==> src/rtl/axi_rd_arbiter.sv <==
// Two-master (icache/dcache) AXI read arbiter with one outstanding burst at a time.
// Define AXI_RD_ARB_RR_EN for round-robin arbitration; default is fixed priority with dcache first.
`timescale 1ns/1ps
module axi_rd_arbiter #(
  parameter logic [3:0] ICACHE_ID = 4'd0,
  parameter logic [3:0] DCACHE_ID = 4'd1
) (
  input  logic        clk,
  input  logic        rst,
  input  logic [31:0] i_araddr,
  input  logic [3:0]  i_arlen,
  input  logic [2:0]  i_arsize,
  input  logic        i_arvalid,
  output logic        i_arready,
  output logic [31:0] i_rdata,
  output logic        i_rlast,
  output logic        i_rvalid,
  input  logic        i_rready,
  input  logic [31:0] d_araddr,
  input  logic [3:0]  d_arlen,
  input  logic [2:0]  d_arsize,
  input  logic        d_arvalid,
  output logic        d_arready,
  output logic [31:0] d_rdata,
  output logic        d_rlast,
  output logic        d_rvalid,
  input  logic        d_rready,
  output logic [3:0]  arid,
  output logic [31:0] araddr,
  output logic [3:0]  arlen,
  output logic [2:0]  arsize,
  output logic [1:0]  arburst,
  output logic        arvalid,
  input  logic        arready,
  input  logic [3:0]  rid,
  input  logic [31:0] rdata,
  input  logic [1:0]  rresp,
  input  logic        rlast,
  input  logic        rvalid,
  output logic        rready,
  output logic        burst_err
);

  typedef enum logic [1:0] {IDLE, ADDR, DATA} state_t;

  state_t     state;
  logic       gnt;        // 0 = icache, 1 = dcache
  logic [3:0] beat_cnt;
  logic [3:0] len_q;
  logic       gnt_next;
  logic       r_hs;
  logic       beat_bad;
  logic       unused_rid;

  assign unused_rid = ^rid;

`ifdef AXI_RD_ARB_RR_EN
  logic last_gnt;
  assign gnt_next = (i_arvalid && d_arvalid) ? ~last_gnt : d_arvalid;
`else
  assign gnt_next = d_arvalid;
`endif

  // Address channel: granted master's request is forwarded straight through.
  assign arid      = gnt ? DCACHE_ID : ICACHE_ID;
  assign araddr    = gnt ? d_araddr  : i_araddr;
  assign arlen     = gnt ? d_arlen   : i_arlen;
  assign arsize    = gnt ? d_arsize  : i_arsize;
  assign arburst   = 2'b01;
  assign arvalid   = (state == ADDR);
  assign i_arready = (state == ADDR) && !gnt && arready;
  assign d_arready = (state == ADDR) &&  gnt && arready;

  // Data channel: only the granted master ever sees a valid beat.
  assign rready    = (state == DATA) && (gnt ? d_rready : i_rready);
  assign i_rvalid  = (state == DATA) && !gnt && rvalid;
  assign d_rvalid  = (state == DATA) &&  gnt && rvalid;
  assign i_rlast   = (state == DATA) && !gnt && rlast;
  assign d_rlast   = (state == DATA) &&  gnt && rlast;
  assign i_rdata   = gnt ? 32'd0 : rdata;
  assign d_rdata   = gnt ? rdata : 32'd0;

  assign r_hs     = rvalid && rready;
  assign beat_bad = (rlast != (beat_cnt == len_q)) || (rresp != 2'b00);

  // NOTE: sequential state uses non-blocking assignments so every register samples pre-edge values.
  always_ff @(posedge clk or posedge rst) begin
    if (rst) begin
      state     <= IDLE;
      gnt       <= 1'b0;
      beat_cnt  <= 4'd0;
      len_q     <= 4'd0;
      burst_err <= 1'b0;
`ifdef AXI_RD_ARB_RR_EN
      last_gnt  <= 1'b0;
`endif
    end else begin
      case (state)
        IDLE: begin
          if (i_arvalid || d_arvalid) begin
            gnt   <= gnt_next;
            state <= ADDR;
`ifdef AXI_RD_ARB_RR_EN
            last_gnt <= gnt_next;
`endif
          end
        end
        ADDR: begin
          if (arready) begin
            state    <= DATA;
            beat_cnt <= 4'd0;
            len_q    <= arlen;
          end
        end
        DATA: begin
          if (r_hs) begin
            beat_cnt <= beat_cnt + 4'd1;
            if (beat_bad) burst_err <= 1'b1;
            if (rlast)    state     <= IDLE;
          end
        end
        default: state <= IDLE;
      endcase
    end
  end

endmodule

==> config.mk <==
export PLATFORM = sky130hd
export DESIGN_NAME = axi_rd_arbiter
export DESIGN_NICKNAME = d
export VERILOG_FILES = /design/src/rtl/axi_rd_arbiter.sv
export SDC_FILE = /design/constraint.sdc
export NUM_CORES = 1
export LEC_CHECK = 0
export CORE_AREA = 4 4 93 95
export CTS_CLUSTER_SIZE = 14
export DETAILED_ROUTE_END_ITERATION = 8
export DIE_AREA = 0 0 97 99
export MAX_ROUTING_LAYER = met4
export PLACE_DENSITY = 0.73
export SYNTH_ARGS = -nofsm -noshare
export SYNTH_HDL_FRONTEND = slang
export SYNTH_SLANG_ARGS = --single-unit
==> constraint.sdc <==
create_clock -name clk -period 1.7 [get_ports clk]
set_input_delay 0.425 -clock clk [delete_from_list [all_inputs] [get_ports clk]]
set_output_delay 0.425 -clock clk [all_outputs]
set_load 0.03 [all_outputs]
# --- Word-level counts from Yosys, hierarchy flattened ---
# Cells that the tools add are included.
# W data, S select, Z words.
word_totals:
  output_inout_bits: 118
  register_bits: 12
  word_cells: 52
  input_bits: 125
classes:
  n_mux: 15
  n_eq_ne: 8
  addsub: 1
  reduce_logical: 23
op_table:
  columns: ["cell", "count"]
  rows:
  - ["$mux W32", 3]
  - ["$logic_and A1 B1 Y1", 12]
  - ["$mux W4", 3]
  - ["$mux W2", 4]
  - ["$pmux W4 S2", 1]
  - ["$ne A2 B2 Y1 const B", 3]
  - ["$pmux W2 S3", 1]
  - ["$reduce_and A3 Y1", 2]
  - ["$add A4 B1 Y4 const B", 1]
  - ["$eq A4 B4 Y1", 1]
  - ["$reduce_and A2 Y1", 2]
  - ["$reduce_and A4 Y1", 1]
  - ["$reduce_bool A2 Y1", 2]
  - ["$mux W3", 1]
  - ["$eq A2 B1 Y1 const B", 1]
  - ["$eq A2 B2 Y1 const B", 1]
  - ["$logic_not A2 Y1", 1]
  - ["$logic_or A1 B1 Y1", 2]
  - ["$mux W1", 2]
  - ["$ne A2 B1 Y1 const B", 1]
  - ["$logic_not A1 Y1", 1]
  - ["$ne A1 B1 Y1", 1]

# --- Longest topological paths before layout ---
# Gate-level depths: netlist of the first run.
logic_depth:
  ltp_word: 5
  ltp_mapped: 4
  ltp_nobuf: 3

# --- Worst setup path after synthesis of the first run ---
# Ideal clock, no wire load.
synth_timing:
  path_type: "reg2out"
  start: "reg state[0]"
  end: "out d_arready"
  t_arrival_ns: 1.368
  required_ns: 1.275
  path_buffers: 1
  path_slack_ns: -0.093
  stages_incl_launch_ff: 4
  cell_sequence: "dfrtp_1 > clkbuf_2 > nor2b_1 > and3_1"
synth_via:
  elab_chain_len: 3
synth_lines:
  columns: ["item", "line_no", "rtl"]
  rows:
  - ["start: declaration", "46", "state_t state;"]
  - ["start signal: assignment", "89", "state <= IDLE;"]
  - ["start signal: assignment", "102", "state <= ADDR;"]
  - ["start signal: assignment", "110", "state <= DATA;"]
  - ["$eq A2 B1 Y1", null, null]
  - ["net arvalid", "33", "output logic arvalid,"]
  - ["$logic_and A1 B1 Y1 (2 in series)", "72", "assign d_arready = (state == ADDR) && gnt && arready;"]
  - ["end: declaration", "23", "output logic d_arready,"]
# The timed path passes the listed nets, and every way through them passes these cells.

# --- Worst setup path in the final report of the first run ---
layout_timing:
  start: "reg gnt"
  end: "out araddr[30]"
layout_via:
  elab_chain_len: 1
layout_lines:
  columns: ["item", "line_no", "rtl"]
  rows:
  - ["start: declaration", "47", "logic gnt;"]
  - ["start signal: assignment", "101", "gnt <= gnt_next;"]
  - ["$mux W32", "66", "assign araddr = gnt ? d_araddr : i_araddr;"]
  - ["end: declaration", "29", "output logic [31:0] araddr,"]
# No other way between the ends.

==> results.sh, run 1 <==
export IMPL_drc=0
export IMPL_antenna_cells=0
export IMPL_powerDensity_mw_per_mm2=1590
export IMPL_wl_um=9670
export IMPL_r2r_start="gnt"
export IMPL_synthCells=189
export IMPL_nFillCells=632
export IMPL_firstDrtPassIters=4
export IMPL_swShare_pct=47.3
export IMPL_grt_first_pass_wirelength_um=13800
export IMPL_grt_overflow=0
export IMPL_port_buffers=233
export IMPL_fin_cells=542
export IMPL_cp_data_arrival_time_ns=1.51
export IMPL_yosysUniqueCellTypes=32
export IMPL_finalCriticalPeriod_ns=1.94
export IMPL_final_cell_mix="118 x clkdlybuf4s50_1, 87 x buf_6, 42 x mux2_2"
export IMPL_cp_start_kind="register"
export IMPL_dr_total_vias=2378
export IMPL_cts_root_buf="clkbuf_8"
export IMPL_grt_max_degree=26
export IMPL_yosysTopAreaCell="mux2_2"
export IMPL_dpl_cell_area_mm2=0.00393
export IMPL_post_place_ws_ns=-0.121
export IMPL_cts_buffers=3
export IMPL_min_path_type="primary input to async pin"
export IMPL_final_layout_size_suffix_gt1_share_pct=54.1
export IMPL_grt_use_total_pct=18.3
export IMPL_nets=567
export IMPL_grt_pass1_vias=2480
export IMPL_ant_nets=0
export IMPL_wl_per_cell_um=17.8
export IMPL_synth_area_per_cell_um2=8.57
export IMPL_gp_congestion=0.861
export IMPL_path_max_fanout=10
export IMPL_ctsHoldBuffers=0
export IMPL_clk_path_buf_depth=2
export IMPL_core_area_mm2=0.00773
export IMPL_die_w_um=97
export IMPL_syn_to_final_growth_pct=195
export IMPL_power_leakage_uw=0.00212
export IMPL_mostFrequentLayoutCell="clkdlybuf4s50_1"
export IMPL_yosys_warnings=0
export IMPL_rows=32
export IMPL_synthTopCellsByArea="mux2_2 31%, dfrtp_1 19%, nor2b_1 13%, and2_1 12%, buf_4 2.8%"
export IMPL_clk_latency_ns=0.24
export IMPL_path_clk_slew_ns=0.06
export IMPL_comb_power_share_pct=88.2
export IMPL_p_int_uw=4000
export IMPL_antenna_found_initial=0
export IMPL_synth_seq_area_share_pct=18.5
export IMPL_dp_hpwl_um=7120
export IMPL_p_switching_uw=3600
export IMPL_rrSetupSlack_ns=-0.02
export IMPL_rr_endpoint="state[1]"
export IMPL_rsz0062_at_grt="true"
export IMPL_clock_power_share_pct=4.2
export IMPL_dp_cells=522
export IMPL_drv_cap=0
export IMPL_postLayoutCoreUtil_pct=61.7
export IMPL_die_h_um=99
export IMPL_cts_max_level=1
export IMPL_cp_required_ns=1.27
export IMPL_critPathCaptureType="output port"
export IMPL_viasPerCell=4.39
export IMPL_fmax_mhz=516
export IMPL_first_iter_violations=36
export IMPL_period_share_pct=114
export IMPL_skew_ns=0.00399
export IMPL_max_vdd_ir_drop_v=0.000946
export IMPL_dieArea_mm2=0.00960
export IMPL_hold_violations=0
export IMPL_setup_ws_ns=-0.238
export IMPL_crit_type="register to output port"
export IMPL_design_area_mm2=0.00477
export IMPL_r2r_cells=7
export IMPL_cts_tree="yes"
export IMPL_violations="negative setup slack"
export IMPL_synth_top_cell_area_share_pct=30.6
export IMPL_drv_slew=0
export IMPL_synth_area_mm2=0.00162
export IMPL_pwr_share_seq_pct=7.6
export IMPL_start_util_pct=21.0
export IMPL_finalSetupViolCount=111
export IMPL_num_io_pins=243
export IMPL_clkSinkCount=12
export IMPL_ys_ff_latch=12
export IMPL_outcome="finished, violations left"
## critical path, stage by stage (launching register included)
cell	delay, ns
dfrtp_4	0.51
buf_6	0.15
buf_12	0.14
mux2_2	0.32
buf_6	0.15
## area by class of cell
| class | instances | area [um^2] | share of cell area, % |
|---|---|---|---|
| Clock buffer | 4 | 55.1 | 1.15 |
| Inverter | 5 | 18.8 | 0.393 |
| Multi-Input combinational cell | 156 | 1430 | 30.0 |
| Sequential cell | 12 | 307 | 6.43 |
| Tap cell | 102 | 128 | 2.68 |
| Timing Repair Buffer | 263 | 2830 | 59.3 |
## routing by layer
layer | GRT usage (%) | up-vias | part of all wire, % | wire length [um]
met5 | - | - | 0 | 0
met4 | 2.59 | 0 | 1.5 | 143
met3 | 3.18 | 22 | 5.8 | 560
met2 | 35.7 | 120 | 56 | 5420
met1 | 19.6 | 1106 | 37 | 3550
li1 | - | 1130 | - | -
## flip-flops by register name (all words and copies together), names as in the netlist
register / flops
burst_err: 1
state: 2
len_q: 4
beat_cnt: 4
gnt: 1
## logic make-up (layout without fill, tap and decap cells)
| kind of cell | Yosys count | after routing | synth area share (%) |
|---|---|---|---|
| simple gates | 91 | 91 | 34.1 |
| mux | 47 | 47 | 32.5 |
| buf+inv | 24 | 272 | 7.42 |
| flops | 12 | 12 | 18.5 |
| compound gates | 8 | 8 | 4.10 |
| xor+xnor | 4 | 4 | 2.16 |
| other cells | 2 | 5 | 0.464 |
| fa+ha+maj | 1 | 1 | 0.773 |
## per-stage QoR
step,power (uW),hold slack [ns],TNS (ns)
final,7600,0.500,-15.46
after floorplan,3580,0.290,0
after CTS,7170,0.511,-15.88
after global routing,7950,0.545,-20.19
after detailed placement,5710,0.522,-0.726
after global placement,5680,0.515,-0.639
## synth_stat cells
cell	number
a211oi_1	1
a221oi_1	1
a22o_1	1
a31o_2	1
and2_1	32
and3_1	3
buf_2	5
buf_4	6
clkbuf_1	7
clkbuf_2	1
conb_1	2
dfrtp_1	12
ha_1	1
inv_1	5
mux2_2	44
mux2i_1	3
nand2_1	4
nand2b_1	2
nand3_1	3
nand3b_1	2
nor2_1	5
nor2b_1	34
nor3_1	1
nor4_1	2
nor4b_1	1
o211ai_1	1
o21ai_0	1
o221ai_1	1
o41a_1	1
or4_1	1
or4b_1	1
xor2_1	4
## repair_timing
| item | 4_1_cts | 5_1_grt |
|---|---|---|
| resized for setup | 116 | 50 |
| pin swaps | 3 | 2 |
| gates cloned | 3 | 2 |
| buffers inserted | 8 | 4 |
| endpoints found under the setup margin | 110 | 116 |
## how the worst max path moves through the flow
stage             start           to  depth (start not counted)
4_1_cts             gnt   araddr[30]                          4
3_3_place_gp   d_rready       rready                          4
5_1_grt             gnt   araddr[30]                          4
3_5_place_dp     rvalid  beat_cnt[1]                          4
2_1_floorplan       gnt   araddr[10]                          3
6_report            gnt   araddr[30]                          4
## power by group through the flow
stage | logic, uW | registers, uW | clock network [uW]
6_report | 6700 | 578 | 318
5_1_grt | 7010 | 595 | 344
4_1_cts | 6280 | 564 | 321
3_5_place_dp | 5120 | 588 | 0
3_3_place_gp | 5090 | 589 | 0
2_1_floorplan | 3080 | 498 | 0
(Power assumes the default switching activity.)
==> inputs of run 2 (changes only) <==
--- a/config.mk
+++ b/config.mk
@@ -6,6 +6,7 @@
 export NUM_CORES = 1
 export LEC_CHECK = 0
 export CORE_AREA = 4 4 93 95
+export CTS_BUF_LIST = sky130_fd_sc_hd__clkbuf_16
 export CTS_CLUSTER_SIZE = 14
 export DETAILED_ROUTE_END_ITERATION = 8
 export DIE_AREA = 0 0 97 99
==> run 2 against run 1 <==
  * The run still ends with negative setup slack left
  * Register-to-register slack better by 0.10 ns
  * Core utilization shrank 0.26 points
  * Setup slack gained 0.0055 ns
  * Critical path type unchanged
  * Flip-flop and latch count unchanged
==> results.sh, run 2 (same netlist as run 1, synthesis figures left out) <==
export IMPL_cts_max_level=1
export IMPL_cpMaxStageDelayCell="dfrtp_4"
export IMPL_num_io_pins=243
export IMPL_skew_ns=0.00337
export IMPL_startpoint="gnt"
export IMPL_syn_to_final_growth_pct=193
export IMPL_rrSetupSlack_ns=0.08
export IMPL_max_stage_delay_ns=0.50
export IMPL_max_vdd_ir_drop_v=0.00103
export IMPL_antenna_found_initial=0
export IMPL_rows=32
export IMPL_reg_top3="beat_cnt: 4 flops, len_q: 4 flops, state: 2 flops"
export IMPL_ctsHoldBuffers=0
export IMPL_multi_input_area_mm2=0.00142
export IMPL_wl_per_cell_um=17.7
export IMPL_gr_usage_met2_pct=34.7
export IMPL_drc=0
export IMPL_hold_violations=0
export IMPL_clkSinkCount=12
export IMPL_fmax_mhz=517
export IMPL_finalSetupViolCount=108
export IMPL_ant_nets=0
export IMPL_crit_type="register to output port"
export IMPL_use_met3_pct=2.97
export IMPL_grt_pass1_vias=2427
export IMPL_powerDensity_mw_per_mm2=1600
export IMPL_cts_tree="yes"
export IMPL_cp_data_arrival_time_ns=1.51
export IMPL_die_h_um=99
export IMPL_cts_root_buf="clkbuf_16"
export IMPL_grt_first_pass_wirelength_um=13600
export IMPL_clk_latency_ns=0.25
export IMPL_grt_overflow=0
export IMPL_cp_endpoint="araddr[30]"
export IMPL_nFillCells=633
export IMPL_cts_buffers=3
export IMPL_first_iter_violations=43
export IMPL_p_total_uw=7610
export IMPL_violations="negative setup slack"
export IMPL_dp_hpwl_um=7120
export IMPL_antenna_cells=0
export IMPL_r2r_cells=6
export IMPL_postLayoutCoreUtil_pct=61.5
export IMPL_nets=564
export IMPL_start_util_pct=21.0
export IMPL_rsz0062_at_grt="true"
export IMPL_finalCriticalPeriod_ns=1.93
export IMPL_path_buf_inv=3
export IMPL_path_cells="buf_6 -> buf_12 -> mux2_2 -> buf_6"
export IMPL_wl_um=9550
export IMPL_min_path_type="primary input to async pin"
export IMPL_final_layout_size_suffix_gt1_share_pct=53.5
export IMPL_core_area_mm2=0.00773
export IMPL_drv_slew=0
export IMPL_cp_common_cell="buf_6"
export IMPL_drv_cap=0
export IMPL_busiest_layer="met2"
export IMPL_period_share_pct=114
export IMPL_port_buffers=233
export IMPL_use_met1_pct=19.6
export IMPL_mostFrequentLayoutCell="clkdlybuf4s50_1"
export IMPL_clk_path_buf_depth=2
export IMPL_die_w_um=97
export IMPL_outcome="finished, violations left"
export IMPL_critPathCaptureType="output port"
export IMPL_firstDrtPassIters=4
export IMPL_grt_max_degree=26
export IMPL_critical_path_cell_count=4
export IMPL_final_cell_mix="117 x clkdlybuf4s50_1, 86 x buf_6, 43 x mux2_2"
export IMPL_cp_required_ns=1.27
export IMPL_rr_endpoint="burst_err"
export IMPL_grt_use_total_pct=18.1
export IMPL_path_clk_slew_ns=0.05
export IMPL_viasPerCell=4.34
export IMPL_r2r_start="gnt"
export IMPL_dr_total_vias=2337
export IMPL_cp_start_kind="register"
export IMPL_regArea_um2=307
export IMPL_power_leakage_uw=0.00210
export IMPL_path_max_fanout=10
export IMPL_cp_top_family="flip-flops"
export IMPL_dieArea_mm2=0.00960
export IMPL_setup_ws_ns=-0.232
export IMPL_gp_congestion=0.861
run 2: changes by cell type in the layout (fill, tap and decap cells not counted), sizes merged:
| cell | change |
|---|---|
| buf | -3 |
| clkbuf | -1 |
| clkdlybuf4s50 | -1 |
| clkinv | +1 |
| dlygate4sd2 | +1 |
run 2: worst min path at each step:
stage | start | endpoint | cells after the start
5_1_grt | rst | beat_cnt[1] | 2
3_5_place_dp | len_q[1] | len_q[1] | 1
4_1_cts | rst | len_q[1] | 2
2_1_floorplan | rst | beat_cnt[0] | 1
3_3_place_gp | len_q[1] | len_q[1] | 1
6_report | rst | len_q[1] | 2
run 2: layout make-up:
class / count / share of cell area, %
multi-input combinational: 156 / 30.0
clock buffer: 3 / 1.58
timing repair buffer: 260 / 58.9
clock inverter: 1 / 0.0790
sequential: 12 / 6.45
tap: 102 / 2.69
inverter: 5 / 0.395
run 2: what timing repair did:
action | 4_1_cts | 5_1_grt
gates resized for setup | 113 | 49
setup endpoints to repair | 110 | 115
pin swaps | 2 | 2
buffers inserted | 8 | 1
cloned | 3 | 2
run 2: routing by layer:
metal | vias to the layer above | routed length (um)
met2 | 107 | 5340
li1 | 1126 | -
met1 | 1091 | 3560
met4 | 0 | 140
met3 | 13 | 518
met5 | - | 0
run 2: power breakdown:
part	total, uW	switching, uW	leakage [uW]	internal (uW)
clock network	444	133	0.0000385	311
logic	6600	3290	0.00192	3300
registers	570	150	0.000144	419
run 2: per-stage QoR:
stage | TNS (ns) | std cells | hold WS (ns) | area (um^2) | setup WS, ns
2_1_floorplan | 0 | 192 | 0.290 | 1630 | 0.0322
3_3_place_gp | -0.639 | 522 | 0.515 | 3930 | -0.125
3_5_place_dp | -0.726 | 522 | 0.522 | 3930 | -0.121
4_1_cts | -15.29 | 537 | 0.515 | 4540 | -0.231
5_1_grt | -18.96 | 539 | 0.550 | 4750 | -0.256
6_report | -14.85 | 539 | 0.505 | 4750 | -0.232
==> inputs of run 3 (changes only) <==
--- a/config.mk
+++ b/config.mk
@@ -11,7 +11,7 @@
 export DETAILED_ROUTE_END_ITERATION = 8
 export DIE_AREA = 0 0 97 99
 export MAX_ROUTING_LAYER = met4
-export PLACE_DENSITY = 0.73
+export PLACE_DENSITY = 0.85
 export SYNTH_ARGS = -nofsm -noshare
 export SYNTH_HDL_FRONTEND = slang
 export SYNTH_SLANG_ARGS = --single-unit
==> constraint.sdc (replaced) <==
create_clock -name clk -period 1.74 [get_ports clk]
set_input_delay 0.435 -clock clk [delete_from_list [all_inputs] [get_ports clk]]
set_output_delay 0.435 -clock clk [all_outputs]
set_load 0.03 [all_outputs]
==> run 3 against run 2 <==
  * The run still ends with negative setup slack left
  * Via count increased by 0.51%
  * Setup slack improved by 0.046 ns
  * Clock power is 4% lower
  * Critical path type unchanged
  * Critical endpoint is now d_rdata[9]
==> results.sh, run 3 (same netlist as run 1, synthesis figures left out) <==
export IMPL_rsz0062_at_grt="true"
export IMPL_grt_use_total_pct=18.3
export IMPL_grt_first_pass_wirelength_um=13700
export IMPL_powerDensity_mw_per_mm2=1590
export IMPL_ant_nets=0
export IMPL_use_met3_pct=3.26
export IMPL_gr_usage_met2_pct=34.3
export IMPL_path_max_fanout=22
export IMPL_finalCriticalPeriod_ns=1.93
export IMPL_path_clk_slew_ns=0.05
export IMPL_setup_ws_ns=-0.186
export IMPL_num_io_pins=243
export IMPL_pwr_share_seq_pct=7.6
export IMPL_skew_ns=0.00791
export IMPL_cp_top_family="buffers and inverters"
export IMPL_cts_max_level=1
export IMPL_die_w_um=97
export IMPL_drc=0
export IMPL_final_layout_size_suffix_gt1_share_pct=51.0
export IMPL_cp_start_kind="register"
export IMPL_r2r_cells=6
export IMPL_fmax_mhz=519
export IMPL_cp_required_ns=1.30
export IMPL_firstDrtPassIters=4
export IMPL_busiest_layer="met2"
export IMPL_min_path_type="primary input to async pin"
export IMPL_p_int_uw=3980
export IMPL_clock_power_share_pct=5.7
export IMPL_viasPerCell=4.36
export IMPL_rrSetupSlack_ns=0.07
export IMPL_p_switching_uw=3490
export IMPL_design_area_mm2=0.00470
export IMPL_use_met1_pct=20.3
export IMPL_final_cell_mix="118 x clkdlybuf4s50_1, 77 x buf_6, 46 x buf_4"
export IMPL_cp_data_arrival_time_ns=1.49
export IMPL_violations="negative setup slack"
export IMPL_max_vdd_ir_drop_v=0.000666
export IMPL_drv_slew=0
export IMPL_comb_power_share_pct=86.7
export IMPL_dp_hpwl_um=6880
export IMPL_dp_cells=516
export IMPL_rows=32
export IMPL_dpl_cell_area_mm2=0.00385
export IMPL_wl_um=9590
export IMPL_clkSinkCount=12
export IMPL_antenna_cells=0
export IMPL_port_buffers=233
export IMPL_finalSetupViolCount=109
export IMPL_clk_path_buf_depth=2
export IMPL_first_iter_violations=52
export IMPL_cts_tree="yes"
export IMPL_ctsHoldBuffers=0
export IMPL_grt_overflow=0
export IMPL_gp_congestion=0.862
export IMPL_cts_buffers=3
export IMPL_max_stage_delay_ns=0.50
export IMPL_core_area_mm2=0.00773
export IMPL_antenna_found_initial=0
export IMPL_startpoint="gnt"
export IMPL_cts_root_buf="clkbuf_16"
export IMPL_path_cells="bufbuf_16 -> buf_12 -> and2_1 -> buf_6"
export IMPL_critical_path_cell_count=4
export IMPL_cpMaxStageDelayCell="dfrtp_4"
export IMPL_path_buf_inv=3
export IMPL_die_h_um=99
export IMPL_syn_to_final_growth_pct=190
export IMPL_outcome="finished, violations left"
export IMPL_start_util_pct=21.0
export IMPL_nets=564
export IMPL_r2r_start="gnt"
export IMPL_power_leakage_uw=0.00210
export IMPL_rr_endpoint="burst_err"
export IMPL_period_share_pct=111
export IMPL_hold_violations=0
export IMPL_dieArea_mm2=0.00960
export IMPL_crit_type="register to output port"
export IMPL_dr_total_vias=2349
export IMPL_swShare_pct=46.7
export IMPL_fin_cells=539
export IMPL_wl_per_cell_um=17.8
export IMPL_reg_top3="beat_cnt: 4 flops, len_q: 4 flops, state: 2 flops"
export IMPL_mostFrequentLayoutCell="clkdlybuf4s50_1"
export IMPL_critPathCaptureType="output port"
export IMPL_clk_latency_ns=0.24
export IMPL_drv_cap=0
export IMPL_cp_endpoint="d_rdata[9]"
export IMPL_grt_max_degree=23
export IMPL_grt_pass1_vias=2491
run 3: cell types whose count changed in the layout (fill, tap and decap cells not counted), moves of 8 or more:
cell | previous run | this run
nor2b_4 | 12 | 4
buf_6 | 86 | 77
nor2b_2 | 7 | 17
and2_4 | 15 | 5
and2_1 | 17 | 27
buf_4 | 36 | 46
run 3: power groups by stage:
stage / Clock [uW] / Combinational, uW / Sequential (uW)
finish: 428 / 6470 / 564
global placement: 0 / 4780 / 550
global route: 444 / 6770 / 581
CTS: 432 / 6130 / 553
detailed placement: 0 / 4840 / 557
floorplan: 0 / 3010 / 487
run 3: how the worst min path moves through the flow:
stage,endpoint,start,cells after the start,slack (ns)
finish,beat_cnt[2],rst,2,0.50
CTS,beat_cnt[2],rst,2,0.52
global route,beat_cnt[2],rst,2,0.54
global placement,len_q[0],len_q[0],1,0.52
detailed placement,len_q[0],len_q[0],1,0.52
floorplan,beat_cnt[0],rst,1,0.30
run 3: repair_timing:
item                       4_1_cts  5_1_grt
buffers inserted                 7        3
cloned                           7        2
pin swaps                        2        1
setup endpoints to repair       78      115
resized for setup               87       46
run 3: through the flow:
step	utilization [%]	hold WS [ns]	total power (uW)	setup TNS [ns]	worst slack [ns]
detailed placement	49.8	0.517	5390	-0.434	-0.0920
CTS	58.0	0.517	7120	-13.26	-0.186
floorplan	-	0.300	3500	0	0.0622
finish	60.9	0.499	7470	-13.39	-0.186
global route	60.9	0.540	7800	-17.27	-0.223
global placement	49.8	0.516	5330	-0.334	-0.109
run 3: worst register-to-register path, stage by stage (launching register included):
cell,delay [ns]
dfrtp_4,0.50
buf_6,0.15
clkbuf_16,0.16
buf_6,0.13
mux2_2,0.25
nand3_2,0.11
a221oi_2,0.27
run 3: area by class of cell:
class | instances | area [um^2]
Timing Repair Buffer | 260 | 2810
Clock buffer | 3 | 75.1
Multi-Input combinational cell | 156 | 1360
Tap cell | 102 | 128
Clock inverter | 1 | 3.75
Sequential cell | 12 | 305
Inverter | 5 | 18.8
Fill cell | 656 | 3020
run 3: metal layers:
metal  routed length (um)  vias to the layer above
met5                    0                        -
met1                 3600                     1100
met2                 5360                      101
met4                  112                        0
met3                  523                       14
li1                     -                     1134
==> patch 1: new RTL, config.mk and constraints of run 3 <==
Reset style: synchronous (`rst`), changed in one clocked block.
--- a/src/rtl/axi_rd_arbiter.sv
+++ b/src/rtl/axi_rd_arbiter.sv
@@ -86,3 +86,3 @@
   // NOTE: sequential state uses non-blocking assignments so every register samples pre-edge values.
-  always_ff @(posedge clk or posedge rst) begin
+  always_ff @(posedge clk) begin
     if (rst) begin
Formal check against the unedited RTL: differs if rst is asserted again (counterexample within 4 cycles, from zero or initial values and one cycle with rst high); with rst held inactive, the same outputs for 10 cycles.
==> patch 1 against run 3 <==
The flow still finishes with violations (negative setup slack). Wire length is 7.3% higher. Die area stayed put. Via count grew 0.55%. Clock skew down 0.0066 ns. Final area increased by 0.69%. Sequential share of layout area decreased by 1.3 points. Worst setup slack improved by 0.11 ns. Worst hold slack lost 0.029 ns. Sequential cell count stayed put. Synthesized area down 5.1%. Largest cell class unchanged. Highest routed layer unchanged.
Power is not compared: it rests on default switching activity, and its combinational part moved more than twofold at a synthesized area within 25%.
==> patch 1: results (changes against run 3) <==
* Count of input and output buffers at 233 (unchanged)
* Commonest register cell after synthesis: dfxtp_1 (was dfrtp_1)
* Clock root cell: clkbuf_16 (unchanged)
* Synth cell types at 30 (was 32)
* Largest net degree at the start of global routing at 27 (was 23)
* WL/cell at 18.89 µm (was 17.80 µm)
* Synth Area in Adders at 0.008143 (was 0.007728)
* Worst-path fanout max at 7 (was 22)
* Worst hold path type: reg2reg (was in2async)
* First drt pass iteration count at 3 (was 4)
* H-tree lvl count at 1 (unchanged)
* HP Start: len_q[1]
* Synth area leaders: mux2_2 29%, dfxtp_1 16%, and2_1 13% (was mux2_2 31%, dfrtp_1 19%, nor2b_1 13%)
* Post-detail-place hpwl at 7758 µm (was 6881 µm)
* Commonest cells post-synth: 39 x mux2_2, 33 x and2_1, 33 x nor2b_1, 12 x dfxtp_1, 12 x nand2_1 (was 44 x mux2_2, 34 x nor2b_1, 32 x and2_1, 12 x dfrtp_1, 7 x clkbuf_1)
* N_diodes at 0 (unchanged)
* Post-CTS setup buffer count at 8 (was 7)
* Initial antenna violation count at 0 (unchanged)
* Worst r2r path cells at 6 (unchanged)
* Maximum root-to-sink buffer count at 2 (unchanged)
* Reg2Reg Launch Point: gnt (unchanged)
* LEAKAGE at 2.178 nW
* Via count at 2362 (was 2349)
* Placed Area at 3961 µm² (was 3850 µm²)
* Largest delay contributor family on the critical path: buffers and inverters (unchanged)
* Final setup viols at 44 (was 109)
* R2r setup slk at 0.20 ns (was 0.07 ns)
* Final #Nets at 570 (was 564)
* Setup WS post-layout at -0.07129 ns (was -0.1863 ns)
* Worst-skew pair later-pin latency at 0.24 ns (about the same)
* Max stage delay on crit path at 0.41 ns (was 0.50 ns)
* Vias in the first global route at 2482 (was 2491)
* Post-cts repair resize count at 57 (was 87)
* Fillers at 615 (was 656)
* First-pass GRT wire length at 14230 µm (was 13710 µm)
* Skew final at 0.001317 ns (was 0.007908 ns)
* Failing checks: negative setup slack (unchanged)
* Routability cong. at 0.9305 (was 0.8616)
* Clock slew at reported path FFs at 0.04 ns
* Seq/Total Area, Yosys at 0.1564 (was 0.1855)
* Async set-reset flop share out of synthesis at 0 (was 1.000)
* Outcome: finished with violations (unchanged)
* GRT Util Overall at 0.1916 (was 0.1833)
* Hold endpoint: len_q[1]
* Mux cell area share after synthesis at 0.2923 (was 0.3246)
* Max IR drop VDD at 461.0 µV
* Initial DRC Count at 31 (was 52)
* Slowest-stage cell, CP: dfxtp_4 (was dfrtp_4)
* Worst EP arrival at 1.38 ns (was 1.49 ns)
* Top Registers: beat_cnt: 4 flops, len_q: 4 flops, state: 2 flops (unchanged)
* Share of layout cells above drive strength 1 at 0.4853 (was 0.5103)
* Compound-Gate Fraction of Synth Area at 0.04153 (was 0.04096)
* Xor/xnor share of the synthesized area at 0.03990 (was 0.02164)
* R2R Path End: beat_cnt[0] (was burst_err)
-- patch 1: worst max-delay path by stage --
stage	from	to	slack, ns	depth (start not counted)
finish	gnt	araddr[2]	-0.07	4
global route	gnt	araddr[2]	-0.11	4
CTS	gnt	araddr[11]	-0.15	4
detailed placement	d_rready	rready	-0.06	4
global placement	d_rready	rready	-0.09	4
floorplan	gnt	d_rdata[23]	0.05	3
-- patch 1: per-layer routing --
layer | part of all wire | track usage | wire [µm] | vias up
met5 | 0 | - | 0 | -
met4 | 0.022 | 0.05184 | 230 | 0
met3 | 0.075 | 0.04812 | 775 | 15
met2 | 0.54 | 0.3551 | 5556 | 109
met1 | 0.36 | 0.2019 | 3733 | 1102
li1 | - | - | - | 1136
-- patch 1: layout make-up --
cell class | count | area [µm²] | area share
Sequential cell | 12 | 244.0 | 0.05152
Multi-Input combinational cell | 169 | 1475 | 0.3115
Clock inverter | 1 | 3.754 | 0.0007926
Tap cell | 102 | 127.6 | 0.02695
Clock buffer | 3 | 75.07 | 0.01585
Timing Repair Buffer | 258 | 2810 | 0.5934
-- patch 1: where the power goes --
group | switching, W | leakage, nW | internal [W]
Combinational | 0.000869 | 2.04 | 0.000988
Sequential | 0.0000127 | 0.0983 | 0.000288
Clock | 0.000115 | 0.0385 | 0.000302
Total | 0.000996 | 2.18 | 0.00158
-- patch 1: through the flow --
step           hold WS (ns)  setup TNS (ns)  setup WS (ns)  std cells
2_1_floorplan        0.4478               0        0.04560        201
3_3_place_gp         0.4596         -0.2333       -0.08601        528
3_5_place_dp         0.4707         -0.2277       -0.05715        528
4_1_cts              0.4764          -3.646        -0.1492        544
5_1_grt              0.5003          -3.543        -0.1086        545
6_report             0.4697          -1.090       -0.07129        545
==> patch 2: new RTL, flow settings as in run 3 <==
Without the edit above. Add a define of `AXI_RD_ARB_RR_EN`.
--- a/src/rtl/axi_rd_arbiter.sv
+++ b/src/rtl/axi_rd_arbiter.sv
@@ -3,2 +3,4 @@
 `timescale 1ns/1ps
+`define AXI_RD_ARB_RR_EN
+
 module axi_rd_arbiter #(
Formal check against the unedited RTL: not equivalent (Yosys sat finds a counterexample within 10 cycles, from zero or initial values and one cycle with rst high).
==> patch 2 against run 3 <==
The run still ends with negative setup slack left. First-iteration DRC count shrank 3.8%. Count of clock-buffer cells in the layout is the same. Die area is the same. Worst hold slack gained 0.0057 ns. Final area grew 7.4%. Wire length grew 21%. Worst setup slack gained 0.0028 ns. Utilization grew 4.5 points. Synthesized area shrank 0.23%. Critical endpoint is now araddr[1]. Total power grew 6.4%. Sequential cell count is the same.
==> patch 2: results (changes against run 3) <==
* Initial Utilization at 0.2090 (was 0.2095)
* Final setup viols at 101 (was 109)
* Count of input and output buffers at 233 (unchanged)
* Worst EP arrival at 1.49 ns (about the same)
* Routed wire length at 11630 µm (was 9593 µm)
* Worst-path fanout max at 5 (was 22)
* GRT Util Overall at 0.1929 (was 0.1833)
* Synth area leaders: mux2_2 27%, dfrtp_1 19%, nor2b_1 13% (was mux2_2 31%, dfrtp_1 19%, nor2b_1 13%)
* Final Non-Filler Cells at 560 (was 539)
* Placed Area at 3993 µm² (was 3850 µm²)
* Share of layout cells above drive strength 1 at 0.5519 (was 0.5103)
* Largest net degree at the start of global routing at 44 (was 23)
* Worst hold path type: reg2reg (was in2async)
* Final #Nets at 580 (was 564)
* Post-detail-place hpwl at 8171 µm (was 6881 µm)
* Skew final at 0.0007174 ns (was 0.007908 ns)
* Failing checks: negative setup slack (unchanged)
* WL met1 at 4334 µm (was 3596 µm)
* Synth Area in Adders at 0.007746 (was 0.007728)
* Placed Cells at 529 (was 516)
* Mux cell area share after synthesis at 0.2843 (was 0.3246)
* Seq/Total Area, Yosys at 0.1859 (was 0.1855)
* LEAKAGE at 2.326 nW (was 2.101 nW)
* Metal3 WL at 1133 µm (was 523 µm)
* Initial antenna violation count at 5 (was 0)
* TNS Setup at -11.78 ns (was -13.39 ns)
* CTS buffer count at 3 (unchanged)
* First-pass GRT wire length at 14220 µm (was 13710 µm)
* Initial DRC Count at 50 (was 52)
* Xor/xnor share of the synthesized area at 0.02169 (was 0.02164)
* Via density at 4.486 (was 4.358)
* Setup WS post-layout at -0.1835 ns (was -0.1863 ns)
* Synth cell types at 34 (was 32)
* Outcome: finished with violations (unchanged)
* Routability cong. at 0.8614 (was 0.8616)
* R2R Path End: beat_cnt[3] (was burst_err)
* WL met2 at 6077 µm (was 5360 µm)
* Maximum root-to-sink buffer count at 2 (unchanged)
* R2r setup slk at 0.02 ns (was 0.07 ns)
* Gate Count Post-Synth at 198 (was 189)
* Max IR drop VDD at 838.3 µV (was 665.5 µV)
* Reg2Reg Launch Point: last_gnt (was gnt)
* Hold endpoint: len_q[1]
* Compound-Gate Fraction of Synth Area at 0.04957 (was 0.04096)
* Worst r2r path cells at 5 (was 6)
* Async set-reset flop share out of synthesis at 1.000 (unchanged)
* Commonest cells post-synth: 39 x mux2_2, 34 x nor2b_1, 33 x and2_1, 14 x nand2_1, 12 x dfrtp_1 (was 44 x mux2_2, 34 x nor2b_1, 32 x and2_1, 12 x dfrtp_1, 7 x clkbuf_1)
* Place WS at -0.1420 ns (was -0.09204 ns)
* HP Start: len_q[1]
* Number of synthesized flops with an enable pin at 0 (unchanged)
* Vias in the first global route at 2412 (was 2491)
[patch 2: cell count changes after synthesis, moves of 3 or more]
cell and change:
nand2_1 +10, mux2_2 -5, xnor2_1 +4, xor2_1 -4, a21oi_1 +3
[patch 2: worst max-delay path, stage by stage, from the launching register on]
cell,delay (ns)
dfrtp_4,0.50
buf_6,0.15
clkbuf_16,0.15
mux2_4,0.30
buf_6,0.14
[patch 2: area by class of cell]
| type | instances | area (µm²) |
|---|---|---|
| repair buffers | 268 | 3004 |
| fillers | 604 | 2674 |
| multi-input cells | 165 | 1510 |
| flip-flops and latches | 12 | 305.3 |
| well taps | 102 | 127.6 |
| clock buffers | 3 | 75.07 |
| inverters | 4 | 15.01 |
| diodes | 5 | 12.51 |
| clock inverters | 1 | 3.754 |
[patch 2: kinds of logic (layout without fill, tap and decap cells)]
group / after synthesis / after routing
other: 2 / 10
DFF: 12 / 12
and+or+nand+nor: 102 / 102
muxes: 41 / 41
adders and majority gates: 1 / 1
AOI/OAI and AO/OA: 12 / 12
xor gates and xnor gates: 4 / 4
buffers and inverters: 24 / 276
[patch 2: stage by stage]
stage | power (W) | hold WS [ns]
after floorplan | 0.003408 | 0.2997
after CTS | 0.006226 | 0.5086
after global routing | 0.008242 | 0.5375
final | 0.007944 | 0.5043
after detailed placement | 0.005575 | 0.4920
after global placement | 0.005507 | 0.4776
[patch 2: worst max path at each step]
stage	from	cells after the start	to	slack, ns
after global placement	rresp[1]	3	burst_err	-0.12
after detailed placement	rresp[1]	3	burst_err	-0.14
after global routing	last_gnt	4	araddr[9]	-0.20
after floorplan	last_gnt	3	d_rlast	0.01
after CTS	last_gnt	3	arlen[0]	-0.19
final	last_gnt	4	araddr[1]	-0.18
[patch 2: layer usage]
metal,GRT usage,vias to the layer above
met5,-,-
met4,0.02052,0
met3,0.07643,8
met2,0.3408,134
met1,0.2123,1195
li1,-,1175
[patch 2: repair_timing]
item / CTS / global route
setup endpoints to repair: 58 / 99
pin swaps: 0 / 1
gates resized for setup: 40 / 151
hold buffers: 0 / 0
gates cloned: 0 / 11
setup buffers: 1 / 11
[patch 2: power breakdown]
part | total [W] | switching [W] | internal [W]
Clock | 0.000425 | 0.000122 | 0.000303
Sequential | 0.000525 | 0.000132 | 0.000393
Combinational | 0.00699 | 0.00343 | 0.00356
